$ cat src/rtl/fsm_stim_seq_if.sv
// Control/status bundle of the stimulus sequencer: table write port, run control
// and observation of progress. The bench or a host drives the master side.
interface fsm_stim_seq_if #(
  parameter int ADDR_W = 3,
  parameter int CNT_W  = 5,
  parameter int SIG_W  = 8
) ();
  // Handshake: start is a one-cycle request with no ready; it is honoured only
  // while the sequencer is idle (busy=0, no done) and dropped otherwise. A run
  // ends with done high for exactly one cycle. wr_en is a fire-and-forget write
  // accepted on every cycle it is high.
  logic              wr_en;
  logic [ADDR_W-1:0] wr_addr;
  logic [1:0]        wr_sym;
  logic [CNT_W-1:0]  wr_hold;
  logic [ADDR_W:0]   num_steps;
  logic              start;
  logic              loop;
  logic              busy;
  logic              done;
  logic [ADDR_W-1:0] step_idx;
  logic [SIG_W-1:0]  sig;
  logic [1:0]        state_dbg;

  modport master (
    output wr_en, wr_addr, wr_sym, wr_hold, num_steps, start, loop,
    input  busy, done, step_idx, sig, state_dbg
  );

  modport slave (
    input  wr_en, wr_addr, wr_sym, wr_hold, num_steps, start, loop,
    output busy, done, step_idx, sig, state_dbg
  );
endinterface

$ cat src/rtl/fsm_stim_seq.sv
// Programmable stimulus sequencer: plays {symbol, hold} steps onto state_inputs and
// folds the observed comb_outputs into a rotate-xor signature. Macro STIM_LOOP_EN enables looping.
module fsm_stim_seq #(
  parameter int NSTEP  = 8,
  parameter int ADDR_W = 3,
  parameter int CNT_W  = 5,
  parameter int OUT_W  = 4,
  parameter int SIG_W  = 8
) (
  input  logic             clk,
  input  logic             reset,
  fsm_stim_seq_if.slave    ctl,
  input  logic [OUT_W-1:0] comb_outputs,
  output logic [0:1]       state_inputs
);

  typedef enum logic [1:0] {
    S_IDLE = 2'd0,
    S_RUN  = 2'd1,
    S_DONE = 2'd2
  } state_t;

  state_t state, state_nxt;

  logic [1:0]       tbl_sym  [NSTEP];
  logic [CNT_W-1:0] tbl_hold [NSTEP];

  logic [CNT_W-1:0]  cnt;
  logic [ADDR_W-1:0] step_idx;
  logic [SIG_W-1:0]  sig;
  logic [ADDR_W:0]   n_lat;
  logic              loop_pulse;

  logic [ADDR_W:0]   idx_inc;
  logic [ADDR_W:0]   n_sat;
  logic [ADDR_W-1:0] nxt_addr;
  logic [SIG_W-1:0]  sig_nxt;
  logic              last_cyc;
  logic              last_step;
  logic              loop_take;

  function automatic logic [CNT_W-1:0] hold_ld(input logic [CNT_W-1:0] h);
    // A zero hold still plays for one cycle.
    return (h == '0) ? '0 : h - CNT_W'(1);
  endfunction

`ifdef STIM_LOOP_EN
  assign loop_take = ctl.loop;
`else
  // loop is observed but never honoured in this build.
  assign loop_take = ctl.loop & 1'b0;
`endif

  assign idx_inc   = {1'b0, step_idx} + (ADDR_W+1)'(1);
  assign last_step = (idx_inc >= n_lat);
  assign last_cyc  = (state == S_RUN) && (cnt == '0);
  assign nxt_addr  = last_step ? '0 : idx_inc[ADDR_W-1:0];
  assign n_sat     = (ctl.num_steps > (ADDR_W+1)'(NSTEP)) ? (ADDR_W+1)'(NSTEP)
                                                          : ctl.num_steps;
  assign sig_nxt   = {sig[SIG_W-2:0], sig[SIG_W-1]} ^ SIG_W'(comb_outputs);

  // Table is deliberately not reset so a program survives a sequencer reset.
  always_ff @(posedge clk) begin
    if (ctl.wr_en) begin
      tbl_sym[ctl.wr_addr]  <= ctl.wr_sym;
      tbl_hold[ctl.wr_addr] <= ctl.wr_hold;
    end
  end

  always_ff @(posedge clk) begin
    if (!reset) state <= S_IDLE;
    else        state <= state_nxt;
  end

  always_comb begin
    state_nxt = state;
    case (state)
      S_IDLE: if (ctl.start) state_nxt = (ctl.num_steps != '0) ? S_RUN : S_DONE;
      S_RUN:  if (last_cyc && last_step && !loop_take) state_nxt = S_DONE;
      S_DONE: state_nxt = S_IDLE;
      default: state_nxt = S_IDLE;
    endcase
  end

  always_comb begin
    ctl.busy      = (state == S_RUN);
    ctl.done      = (state == S_DONE) || loop_pulse;
    ctl.state_dbg = state;
    ctl.step_idx  = step_idx;
    ctl.sig       = sig;
  end

  // Symbol and hold are latched on step entry, so writes to the playing entry
  // only show up the next time that entry is replayed.
  always_ff @(posedge clk) begin
    if (!reset) begin
      state_inputs <= 2'b00;
      step_idx     <= '0;
      sig          <= '0;
      cnt          <= '0;
      n_lat        <= '0;
      loop_pulse   <= 1'b0;
    end else begin
      loop_pulse <= 1'b0;
      case (state)
        S_IDLE: begin
          if (ctl.start && (ctl.num_steps != '0)) begin
            n_lat        <= n_sat;
            step_idx     <= '0;
            sig          <= '0;
            state_inputs <= tbl_sym[0];
            cnt          <= hold_ld(tbl_hold[0]);
          end
        end
        S_RUN: begin
          if (cnt != '0) begin
            cnt <= cnt - CNT_W'(1);
          end else begin
            sig <= sig_nxt;
            if (!last_step || loop_take) begin
              step_idx     <= nxt_addr;
              state_inputs <= tbl_sym[nxt_addr];
              cnt          <= hold_ld(tbl_hold[nxt_addr]);
              loop_pulse   <= last_step;
            end
          end
        end
        default: ;
      endcase
    end
  end

endmodule
$ cat src/flat_wrapper.sv
// flat-port wrapper written by rule: the top's interface ports become plain ports
module fsm_stim_seq_flat 
#(
  parameter int NSTEP  = 8,
  parameter int ADDR_W = 3,
  parameter int CNT_W  = 5,
  parameter int OUT_W  = 4,
  parameter int SIG_W  = 8
)
  (clk, reset, comb_outputs, state_inputs, ctl_wr_en, ctl_wr_addr, ctl_wr_sym, ctl_wr_hold, ctl_num_steps, ctl_start, ctl_loop, ctl_busy, ctl_done, ctl_step_idx, ctl_sig, ctl_state_dbg);
  fsm_stim_seq_if #(.ADDR_W(ADDR_W), .CNT_W(CNT_W), .SIG_W(SIG_W)) ctl_i ();
  input  logic clk;
  input  logic reset;
  input  logic [OUT_W-1:0] comb_outputs;
  output logic [0:1] state_inputs;
  input wire logic [$bits(ctl_i.wr_en)-1:0] ctl_wr_en;
  input wire logic [$bits(ctl_i.wr_addr)-1:0] ctl_wr_addr;
  input wire logic [$bits(ctl_i.wr_sym)-1:0] ctl_wr_sym;
  input wire logic [$bits(ctl_i.wr_hold)-1:0] ctl_wr_hold;
  input wire logic [$bits(ctl_i.num_steps)-1:0] ctl_num_steps;
  input wire logic [$bits(ctl_i.start)-1:0] ctl_start;
  input wire logic [$bits(ctl_i.loop)-1:0] ctl_loop;
  output wire logic [$bits(ctl_i.busy)-1:0] ctl_busy;
  output wire logic [$bits(ctl_i.done)-1:0] ctl_done;
  output wire logic [$bits(ctl_i.step_idx)-1:0] ctl_step_idx;
  output wire logic [$bits(ctl_i.sig)-1:0] ctl_sig;
  output wire logic [$bits(ctl_i.state_dbg)-1:0] ctl_state_dbg;
  assign ctl_i.wr_en = ctl_wr_en;
  assign ctl_i.wr_addr = ctl_wr_addr;
  assign ctl_i.wr_sym = ctl_wr_sym;
  assign ctl_i.wr_hold = ctl_wr_hold;
  assign ctl_i.num_steps = ctl_num_steps;
  assign ctl_i.start = ctl_start;
  assign ctl_i.loop = ctl_loop;
  assign ctl_busy = ctl_i.busy;
  assign ctl_done = ctl_i.done;
  assign ctl_step_idx = ctl_i.step_idx;
  assign ctl_sig = ctl_i.sig;
  assign ctl_state_dbg = ctl_i.state_dbg;
  fsm_stim_seq #(.NSTEP(NSTEP), .ADDR_W(ADDR_W), .CNT_W(CNT_W), .OUT_W(OUT_W), .SIG_W(SIG_W)) u_core (.clk(clk), .reset(reset), .ctl(ctl_i), .comb_outputs(comb_outputs), .state_inputs(state_inputs));
endmodule
$ cat config.mk
export PLATFORM = sky130hd
export DESIGN_NAME = fsm_stim_seq_flat
export DESIGN_NICKNAME = d
export VERILOG_FILES = /design/src/rtl/fsm_stim_seq_if.sv /design/src/rtl/fsm_stim_seq.sv /design/src/flat_wrapper.sv
export SDC_FILE = /design/constraint.sdc
export NUM_CORES = 1
export LEC_CHECK = 0
export CORE_ASPECT_RATIO = 0.6
export CORE_MARGIN = 2
export CORE_UTILIZATION = 60
export CTS_CLUSTER_SIZE = 20
export DETAILED_ROUTE_END_ITERATION = 12
export PLACE_DENSITY_LB_ADDON = 0.1
export RECOVER_POWER = 25
export SETUP_SLACK_MARGIN = 0.2
export SKIP_CTS_REPAIR_TIMING = 1
export SYNTH_ARGS = -nofsm -noshare
export SYNTH_HDL_FRONTEND = slang
export SYNTH_SLANG_ARGS = --single-unit
$ cat constraint.sdc
create_clock -name clk -period 7.3 [get_ports clk]
set_input_delay 1.095 -clock clk [delete_from_list [all_inputs] [get_ports clk]]
set_output_delay 1.095 -clock clk [all_outputs]
set_load 0.01 [all_outputs]
==> metrics.yaml, run 1 <==
critical_path:
  cp-startpoint: "u_core.ctl.step_idx[1]"
  critical_path_class: "register to register"
  critical-path-max-stage-delay_ns: 0.83
  timing.critical_path.arrival_ns: 4.13
  family_with_the_most_delay_on_the_worst_path: "compound AO/OA/AOI/OAI gates"
  path_max_fanout: 25
  critical_path_source_type: "register"
  worst-r2r-setup-slack_ns: 3.39
  worst-path-buf-inv: 0
  worst_setup_end_kind: "register"
  crit_top_cell: "ha_1"
  crit_chain: "ha_1 > ha_1 > o211ai_1 > o21a_1 > o21ai_0 > a22oi_1 > nand2_1 > a211oi_1 > o22ai_1"
  timing.rr.start: "u_core.ctl.step_idx[1]"
  crit_required_ns: 7.52
  cpMaxStageDelayCell: "ha_1"
route:
  wire_per_inst_um: 17.9
  drt_pre_antenna_iters: 4
  vias: 2612
  viasPerCell: 5.94
  postRouteWirelength_um: 7880
  drt.antenna.violating_nets: 0
  remaining_drc_errors: 0
  drtIter0Drc: 185
global_routing:
  number_of_global_route_vias_before_repair: 2485
  gr-usage-met3_pct: 6.34
  antenna_found_initial: 0
  grt_first_pass_wirelength_um: 12800
  grt_start_max_net_pins: 33
  busiest_layer: "met2"
  grt.total_usage_pct: 25.1
  use_met1_pct: 36.3
  met2_usage_pct: 38.0
  overflow_left_after_global_routing: 0
clocking:
  cts_sinks: 80
  tritoncts: "done"
  ctsLongestPathBuffers: 2
  cts_max_level: 3
  tritoncts.num_buffers: 9
  clk_pin_slew_worst_paths_ns: 0.08
  clock_insertion_delay_worst_skew_ns: 0.35
  clockRootBuffer: "clkbuf_8"
sta:
  timing.final.crit_share_pct: 53.6
  final_hold_viol_count: 0
  worst_pin_slew_ns: 1.22
  setup_violations: 0
  max_slew_margin_pct: 18.1
  max_freq_ghz: 0.256
  worst_hold_slack_ns: 0.498
  period_minus_slack_ns: 3.91
  accumulated_negative_setup_slack_ns: 0
  final-max-slew-violation-count: 0
  unrepaired_setup_endpoints_after_global_routing: "no"
  clock_skew_ns: 0.00645
yosys:
  synth-seq-cells: 80
  number_of_instances_in_the_synthesized_netlist: 312
  synth_warnings: 0
  syn-mean-instance-area_um2: 11.9
  syn_area_um2: 3710
  synth-seq-area-share_pct: 58.3
  mappedNetlistNets: 342
  async_flop_share_pct: 0
  synth-edff-count: 56
  synthFlopType: "edfxtp_1"
  post_synth_num_cell_types: 53
run_status:
  outcome: "completed"
place:
  placed_cells_incl_taps: 424
  port_buffers: 38
  hpwlAfterDp_um: 5420
  gp_congestion: 0.854
floorplanning:
  die_y_um: 64.9
  core_area_um2: 6030
  rows: 22
  initial_utilization_pct: 61.5
  io-pin-count: 40
  die_width_um: 105
  die_area_um2: 6840
finish:
  fraction_of_layout_cells_with_a_size_suffix_above_1_pct: 8.99
  antenna_cells_inserted: 0
  final_non_filler_cells: 440
  num-fill-cells: 437
  area_delta_synth_final_pct: 17.2
  finish.utilization_pct: 72.0
  nets: 381
power:
  vdd_drop_max_uv: 139
  power-per-cell-area_nw_per_um2: 235
  post-layout-total-power_mw: 1.02
  power.static_leakage_nw: 1.42
hold_path:
  hold_path.startpoint: "u_core.ctl.sig[3]"
  hold_path.class: "register to register"
flow_run:
  maxCapViolCount: 0
-- cell usage after synthesis (2+ instances only) --
master	number	area [um^2]
mux2i_1	6	60.1
inv_1	9	33.8
nor2_1	20	75.1
buf_1	2	7.51
o21bai_1	2	15.0
o21ai_1	4	20.0
dfxtp_1	24	480
o21a_1	4	30.0
nor3_1	13	65.1
and2_1	4	25.0
nand2_1	27	101
nor2b_1	10	62.6
nand3_1	13	65.1
a211oi_1	3	22.5
xor2_1	9	78.8
nand2b_1	5	31.3
a21boi_0	9	67.6
buf_2	5	25.0
nor3b_1	4	30.0
a211o_1	2	17.5
o2bb2ai_1	2	17.5
o31a_1	2	17.5
ha_1	7	87.6
a221oi_1	3	26.3
a21oi_1	11	55.1
edfxtp_1	56	1680
a31oi_1	2	12.5
o21ai_0	16	80.1
a22oi_1	2	15.0
mux4_2	6	135
mux2_2	2	22.5
clkbuf_1	4	15.0
o22ai_1	4	25.0
-- placed cells by master (no fill, tap or decap), types with 3 or more instances in the layout --
| master | synthesis | final |
|---|---|---|
| edfxtp_1 | 56 | 56 |
| clkdlybuf4s50_1 | 0 | 32 |
| nand2_1 | 27 | 27 |
| dfxtp_1 | 24 | 24 |
| nor2_1 | 20 | 20 |
| o21ai_0 | 16 | 16 |
| nor3_1 | 13 | 13 |
| nand3_1 | 13 | 13 |
| a21oi_1 | 11 | 11 |
| nor2b_1 | 10 | 10 |
| inv_1 | 9 | 9 |
| a21boi_0 | 9 | 9 |
| xor2_1 | 9 | 9 |
| clkbuf_8 | 0 | 9 |
| ha_1 | 7 | 7 |
| mux4_2 | 6 | 6 |
| mux2i_1 | 6 | 6 |
| dlygate4sd3_1 | 0 | 6 |
| nand2b_1 | 5 | 5 |
| nor3b_1 | 4 | 4 |
| o21a_1 | 4 | 4 |
| o22ai_1 | 4 | 4 |
| and2_1 | 4 | 4 |
| o21ai_1 | 4 | 4 |
| a221oi_1 | 3 | 3 |
| a211oi_1 | 3 | 3 |
-- logic make-up after synthesis --
group | after synthesis | share of synthesized area, %
simple gates | 105 | 14.6
flops | 80 | 58.3
compound gates | 74 | 13.3
buf+inv | 22 | 2.67
mux | 14 | 5.87
xor+xnor | 10 | 2.87
fa+ha+maj | 7 | 2.36
-- final timing paths --
kind	endpoint	cells after the start
worst min-delay path	u_core.ctl.sig[3]	2
worst min register to register	u_core.ctl.sig[3]	2
worst max register to register	u_core.cnt[2]	9
worst max-delay path	u_core.cnt[2]	9
-- state kept, by name (all words and copies together) (netlist names) --
| signal | count |
|---|---|
| u_core.n_lat | 4 |
| u_core.tbl_hold | 40 |
| u_core.state_inputs | 2 |
| u_core.cnt | 5 |
| u_core.ctl.sig | 8 |
| u_core.ctl.step_idx | 3 |
| u_core.ctl.state_dbg | 2 |
| u_core.tbl_sym | 16 |
-- per-layer routing --
layer  up-vias  share of wire, %
met4         0               1.0
met5         -                 0
li1       1246                 -
met1      1277                47
met3        11               7.8
met2        78                45
-- cell type report --
type,instances,area [um^2],share of cell area [%]
clock buffer,9,124,2.85
clock inverter,7,71.3,1.64
inverter,10,40.0,0.922
multi-input combinational,210,1450,33.3
sequential,80,2160,49.8
tap,84,105,2.42
timing repair buffer,40,395,9.10
-- worst register-to-register path, delay by kind of cell (launching register included) --
family | cells | cell delay (ns)
compound gates | 6 | 2.13
fa+ha+maj | 2 | 1.20
flops | 1 | 0.34
simple gates | 1 | 0.10
-- report_power, final --
| group | leakage (nW) | internal (mW) | switching (mW) | total, mW |
|---|---|---|---|---|
| Sequential | 0.704 | 0.506 | 0.0124 | 0.519 |
| Clock | 0.0933 | 0.158 | 0.162 | 0.320 |
| Combinational | 0.624 | 0.0718 | 0.110 | 0.182 |
-- metrics by stage --
step	cell area [um^2]	setup WS (ns)
2_1_floorplan	3710	4.26
3_3_place_gp	4150	3.52
3_5_place_dp	4150	3.43
4_1_cts	4340	3.40
5_1_grt	4340	3.06
6_report	4340	3.39
No activity file was read; power rests on OpenSTA's default activity.
==> inputs of run 2 (changes only) <==
- CORE_UTILIZATION: 60 -> 56
- clock period: 7.3 -> 3.95 ns (I/O delays scaled with it)
==> metrics.yaml, run 2 (same netlist as run 1, synthesis figures left out) <==
route:
  remaining_drc_errors: 0
  drt.antenna.violating_nets: 0
  drtIter0Drc: 137
  vias: 2562
  drt_pre_antenna_iters: 5
  viasPerCell: 5.77
  wire_per_inst_um: 17.6
  postRouteWirelength_um: 7810
sta:
  max_freq_ghz: 0.292
  period_minus_slack_ns: 3.42
  unrepaired_setup_endpoints_after_global_routing: "no"
  setup_ws_ns: 0.528
  final-max-slew-violation-count: 0
  setup_violations: 0
  final_hold_viol_count: 0
  timing.final.crit_share_pct: 86.6
  accumulated_negative_setup_slack_ns: 0
  worst_pin_slew_ns: 0.839
  max_slew_margin_pct: 43.9
  clock_skew_ns: 0.00660
global_routing:
  grt_first_pass_wirelength_um: 12600
  antenna_found_initial: 0
  grt.total_usage_pct: 24.1
  overflow_left_after_global_routing: 0
  number_of_global_route_vias_before_repair: 2470
  grt_start_max_net_pins: 33
clocking:
  clk_pin_slew_worst_paths_ns: 0.08
  cts_max_level: 3
  clockRootBuffer: "clkbuf_8"
  tritoncts.num_buffers: 9
  clock_insertion_delay_worst_skew_ns: 0.35
  ctsLongestPathBuffers: 2
  cts_sinks: 80
  tritoncts: "done"
floorplanning:
  die_width_um: 109
  initial_utilization_pct: 59.3
  core_area_um2: 6250
  die_y_um: 67.0
  io-pin-count: 40
  rows: 22
  die_area_um2: 7310
critical_path:
  timing.reg2reg.worst_path_depth: 12
  path_max_fanout: 16
  timing.critical_path.arrival_ns: 3.64
  crit_required_ns: 4.16
  critical_path_class: "register to register"
  critical_path_source_type: "register"
  worst_setup_end_kind: "register"
place:
  gp_congestion: 0.874
  hpwlAfterDp_um: 5300
  port_buffers: 38
  pre_cts_slack_ns: 0.382
power:
  vdd_drop_max_uv: 357
  power-per-cell-area_nw_per_um2: 455
  power.static_leakage_nw: 1.46
  post-layout-total-power_mw: 2.01
hold_path:
  hold_path.class: "register to register"
  min_path_cells: 2
finish:
  area_delta_synth_final_pct: 19.3
  fraction_of_layout_cells_with_a_size_suffix_above_1_pct: 10.3
  mostFrequentLayoutCells: "56 x edfxtp_1, 33 x clkdlybuf4s50_1, 27 x nand2_1, 24 x dfxtp_1, 20 x nor2_1"
  largest_reg_flops: 40
  nets: 385
  registers.top_by_ff_count: "u_core.tbl_hold"
  antenna_cells_inserted: 0
  largestRegisters: "u_core.tbl_hold (40), u_core.tbl_sym (16), u_core.ctl.sig (8)"
  final_common_cell: "edfxtp_1"
run_status:
  outcome: "completed"
flow_run:
  maxCapViolCount: 0
## run 2: cell types whose count changed in the layout (fill, tap and decap cells not counted), sizes merged
cell           previous run  this run
buf                       2         6
bufinv                    1         3
clkinv                    3         1
clkdlybuf4s50            32        33
dlygate4sd3               6         5
## run 2: report_power, final
group | total [mW] | switching (mW) | internal [mW]
Sequential | 0.958 | 0.0227 | 0.935
Clock | 0.715 | 0.295 | 0.419
Combinational | 0.339 | 0.201 | 0.138
## run 2: worst max-delay path: stages, from the launching register on
cell      delay [ns]
dfxtp_1         0.34
ha_1            0.25
xnor2_4         0.39
inv_4           0.17
ha_1            0.32
o211ai_1        0.10
o21a_2          0.35
buf_4           0.24
o21ai_0         0.11
a22oi_1         0.53
nand2_1         0.10
a211oi_1        0.27
o22ai_1         0.12
## run 2: through the flow
| stage | cell area, um^2 | utilization [%] | hold slack, ns | std cells |
|---|---|---|---|---|
| after detailed placement | 4180 | 66.9 | 0.487 | 428 |
| after floorplan | 3710 | - | 0.478 | 312 |
| after CTS | 4420 | 70.7 | 0.496 | 444 |
| final | 4420 | 70.7 | 0.493 | 444 |
| after global placement | 4180 | 66.9 | 0.474 | 428 |
| after global routing | 4420 | 70.7 | 0.521 | 444 |
## run 2: final cells by class
class / instances / area (um^2)
tap: 84 / 105
timing repair buffer: 44 / 425
fill: 431 / 1830
multi-input combinational: 210 / 1450
clock buffer: 9 / 124
clock inverter: 7 / 118
inverter: 10 / 40.0
sequential: 80 / 2160
## run 2: layer usage
metal / vias up / global-route usage (%) / part of all wire (%)
met3: 8 / 6.46 / 6.7
met4: 0 / 7.21 / 0.81
li1: 1254 / - / -
met2: 82 / 35.9 / 44
met1: 1218 / 34.5 / 49
met5: - / 0 / 0
## run 2: worst paths after layout
kind / startpoint / end / slack [ns]
max: u_core.ctl.step_idx[1] / u_core.cnt[2] / 0.53
min: u_core.ctl.sig[4] / u_core.ctl.sig[4] / 0.49
max reg2reg: u_core.ctl.step_idx[1] / u_core.cnt[2] / 0.53
min reg2reg: u_core.ctl.sig[4] / u_core.ctl.sig[4] / 0.49
==> inputs of run 3 (changes only) <==
- PLACE_DENSITY_LB_ADDON: 0.1 -> 0.12
- SKIP_LAST_GASP: default -> 1
==> metrics.yaml, run 3 (same netlist as run 1, synthesis figures left out) <==
critical_path:
  worst_setup_end_kind: "register"
  worst-r2r-setup-slack_ns: 0.51
  crit_required_ns: 4.16
  timing.reg2reg.worst_path_depth: 11
  worstReg2RegEnd: "u_core.cnt[2]"
  timing.rr.start: "u_core.ctl.step_idx[1]"
  critical_path_source_type: "register"
  timing.critical_path.arrival_ns: 3.65
  critical_path_class: "register to register"
  path_max_fanout: 17
sta:
  accumulated_negative_setup_slack_ns: 0
  final-max-slew-violation-count: 0
  max_slew_margin_pct: 41.4
  clock_skew_ns: 0.00875
  max_freq_ghz: 0.291
  period_minus_slack_ns: 3.44
  unrepaired_setup_endpoints_after_global_routing: "no"
  worst_hold_slack_ns: 0.498
  setup_violations: 0
  worst_pin_slew_ns: 0.876
  timing.final.crit_share_pct: 87.1
  final_hold_viol_count: 0
finish:
  largest_reg_flops: 40
  area_delta_synth_final_pct: 18.0
  final_common_cell: "edfxtp_1"
  registers.top_by_ff_count: "u_core.tbl_hold"
  mostFrequentLayoutCells: "56 x edfxtp_1, 33 x clkdlybuf4s50_1, 27 x nand2_1, 24 x dfxtp_1, 20 x nor2_1"
  fraction_of_layout_cells_with_a_size_suffix_above_1_pct: 10.0
  largestRegisters: "u_core.tbl_hold (40), u_core.tbl_sym (16), u_core.ctl.sig (8)"
  nets: 385
  antenna_cells_inserted: 0
  finish.utilization_pct: 70.0
global_routing:
  grt.total_usage_pct: 23.8
  antenna_found_initial: 0
  grt_first_pass_wirelength_um: 12500
  number_of_global_route_vias_before_repair: 2467
  met2_usage_pct: 34.7
  overflow_left_after_global_routing: 0
  gr-usage-met3_pct: 5.97
  use_met1_pct: 35.3
  grt_start_max_net_pins: 33
  busiest_layer: "met1"
place:
  hpwlAfterDp_um: 5460
  gp_congestion: 0.805
  port_buffers: 38
hold_path:
  min_delay_worst_endpoint: "u_core.ctl.sig[3]"
  hold_path.class: "register to register"
  hold_path.startpoint: "u_core.ctl.sig[3]"
  min_path_cells: 2
power:
  power.static_leakage_nw: 1.45
  vdd_drop_max_uv: 301
  power-per-cell-area_nw_per_um2: 431
clocking:
  clockRootBuffer: "clkbuf_8"
  cts_sinks: 80
  tritoncts.num_buffers: 9
  tritoncts: "done"
  clock_insertion_delay_worst_skew_ns: 0.34
  cts_max_level: 3
  clk_pin_slew_worst_paths_ns: 0.08
  ctsLongestPathBuffers: 2
floorplanning:
  io-pin-count: 40
  die_area_um2: 7310
  core_area_um2: 6250
  initial_utilization_pct: 59.3
  rows: 22
  die_width_um: 109
  die_y_um: 67.0
route:
  postRouteWirelength_um: 7830
  viasPerCell: 5.92
  wire_per_inst_um: 17.6
  vias: 2627
  drt.antenna.violating_nets: 0
  remaining_drc_errors: 0
  drt_pre_antenna_iters: 5
  drtIter0Drc: 197
run_status:
  outcome: "completed"
flow_run:
  maxCapViolCount: 0
==> run 3: changes by cell type in the layout (fill, tap and decap cells not counted), sizes merged <==
cell and delta:
clkinv +4, bufinv -2, clkinvlp -2
==> run 3: per-stage QoR <==
step / power [mW] / setup slack [ns] / instance area, um^2 / std cells
finish: 1.88 / 0.510 / 4370 / 444
detailed placement: 1.31 / 0.555 / 4180 / 428
global placement: 1.30 / 0.651 / 4180 / 428
global route: 1.97 / 0.271 / 4370 / 444
CTS: 1.89 / 0.537 / 4370 / 444
floorplan: 1.19 / 0.913 / 3710 / 312
==> run 3: layout make-up <==
| class | instances | area [um^2] |
|---|---|---|
| clock buffer | 9 | 124 |
| clock inverter | 7 | 70.1 |
| fill | 473 | 1880 |
| inverter | 10 | 40.0 |
| multi-input combinational | 210 | 1450 |
| sequential | 80 | 2160 |
| tap | 84 | 105 |
| timing repair buffer | 44 | 425 |
==> run 3: worst max-delay path by stage <==
stage,from,end,slack [ns],cells after the start
3_5_place_dp,u_core.ctl.step_idx[1],u_core.cnt[2],0.56,11
6_report,u_core.ctl.step_idx[1],u_core.cnt[2],0.51,11
2_1_floorplan,u_core.ctl.step_idx[0],u_core.cnt[3],0.91,13
3_3_place_gp,u_core.ctl.step_idx[1],u_core.cnt[2],0.65,11
4_1_cts,u_core.ctl.step_idx[1],u_core.cnt[2],0.54,11
5_1_grt,u_core.ctl.step_idx[0],u_core.cnt[2],0.27,11
==> run 3: per-layer routing <==
layer,vias up,wire [um],share of wire [%]
met5,-,0,0
met4,0,65,0.83
met3,8,474,6.1
met2,86,3330,43
met1,1280,3960,51
li1,1253,-,-
==> run 3: worst max-delay path, cell delays in order (launching register included) <==
cell and delay [ns]:
dfxtp_1 0.34, ha_1 0.24, xnor2_4 0.36, inv_4 0.17, ha_1 0.31, o211ai_1 0.09
o21a_1 0.56, o21ai_1 0.14, o21bai_1 0.53, nor3_1 0.14, a211oi_1 0.28, o22ai_1 0.13
==> run 3: power breakdown <==
part / switching [mW] / leakage [nW] / internal (mW)
Clock: 0.293 / 0.101 / 0.292
Sequential: 0.0225 / 0.704 / 0.936
Combinational: 0.204 / 0.645 / 0.138
Total: 0.519 / 1.45 / 1.37
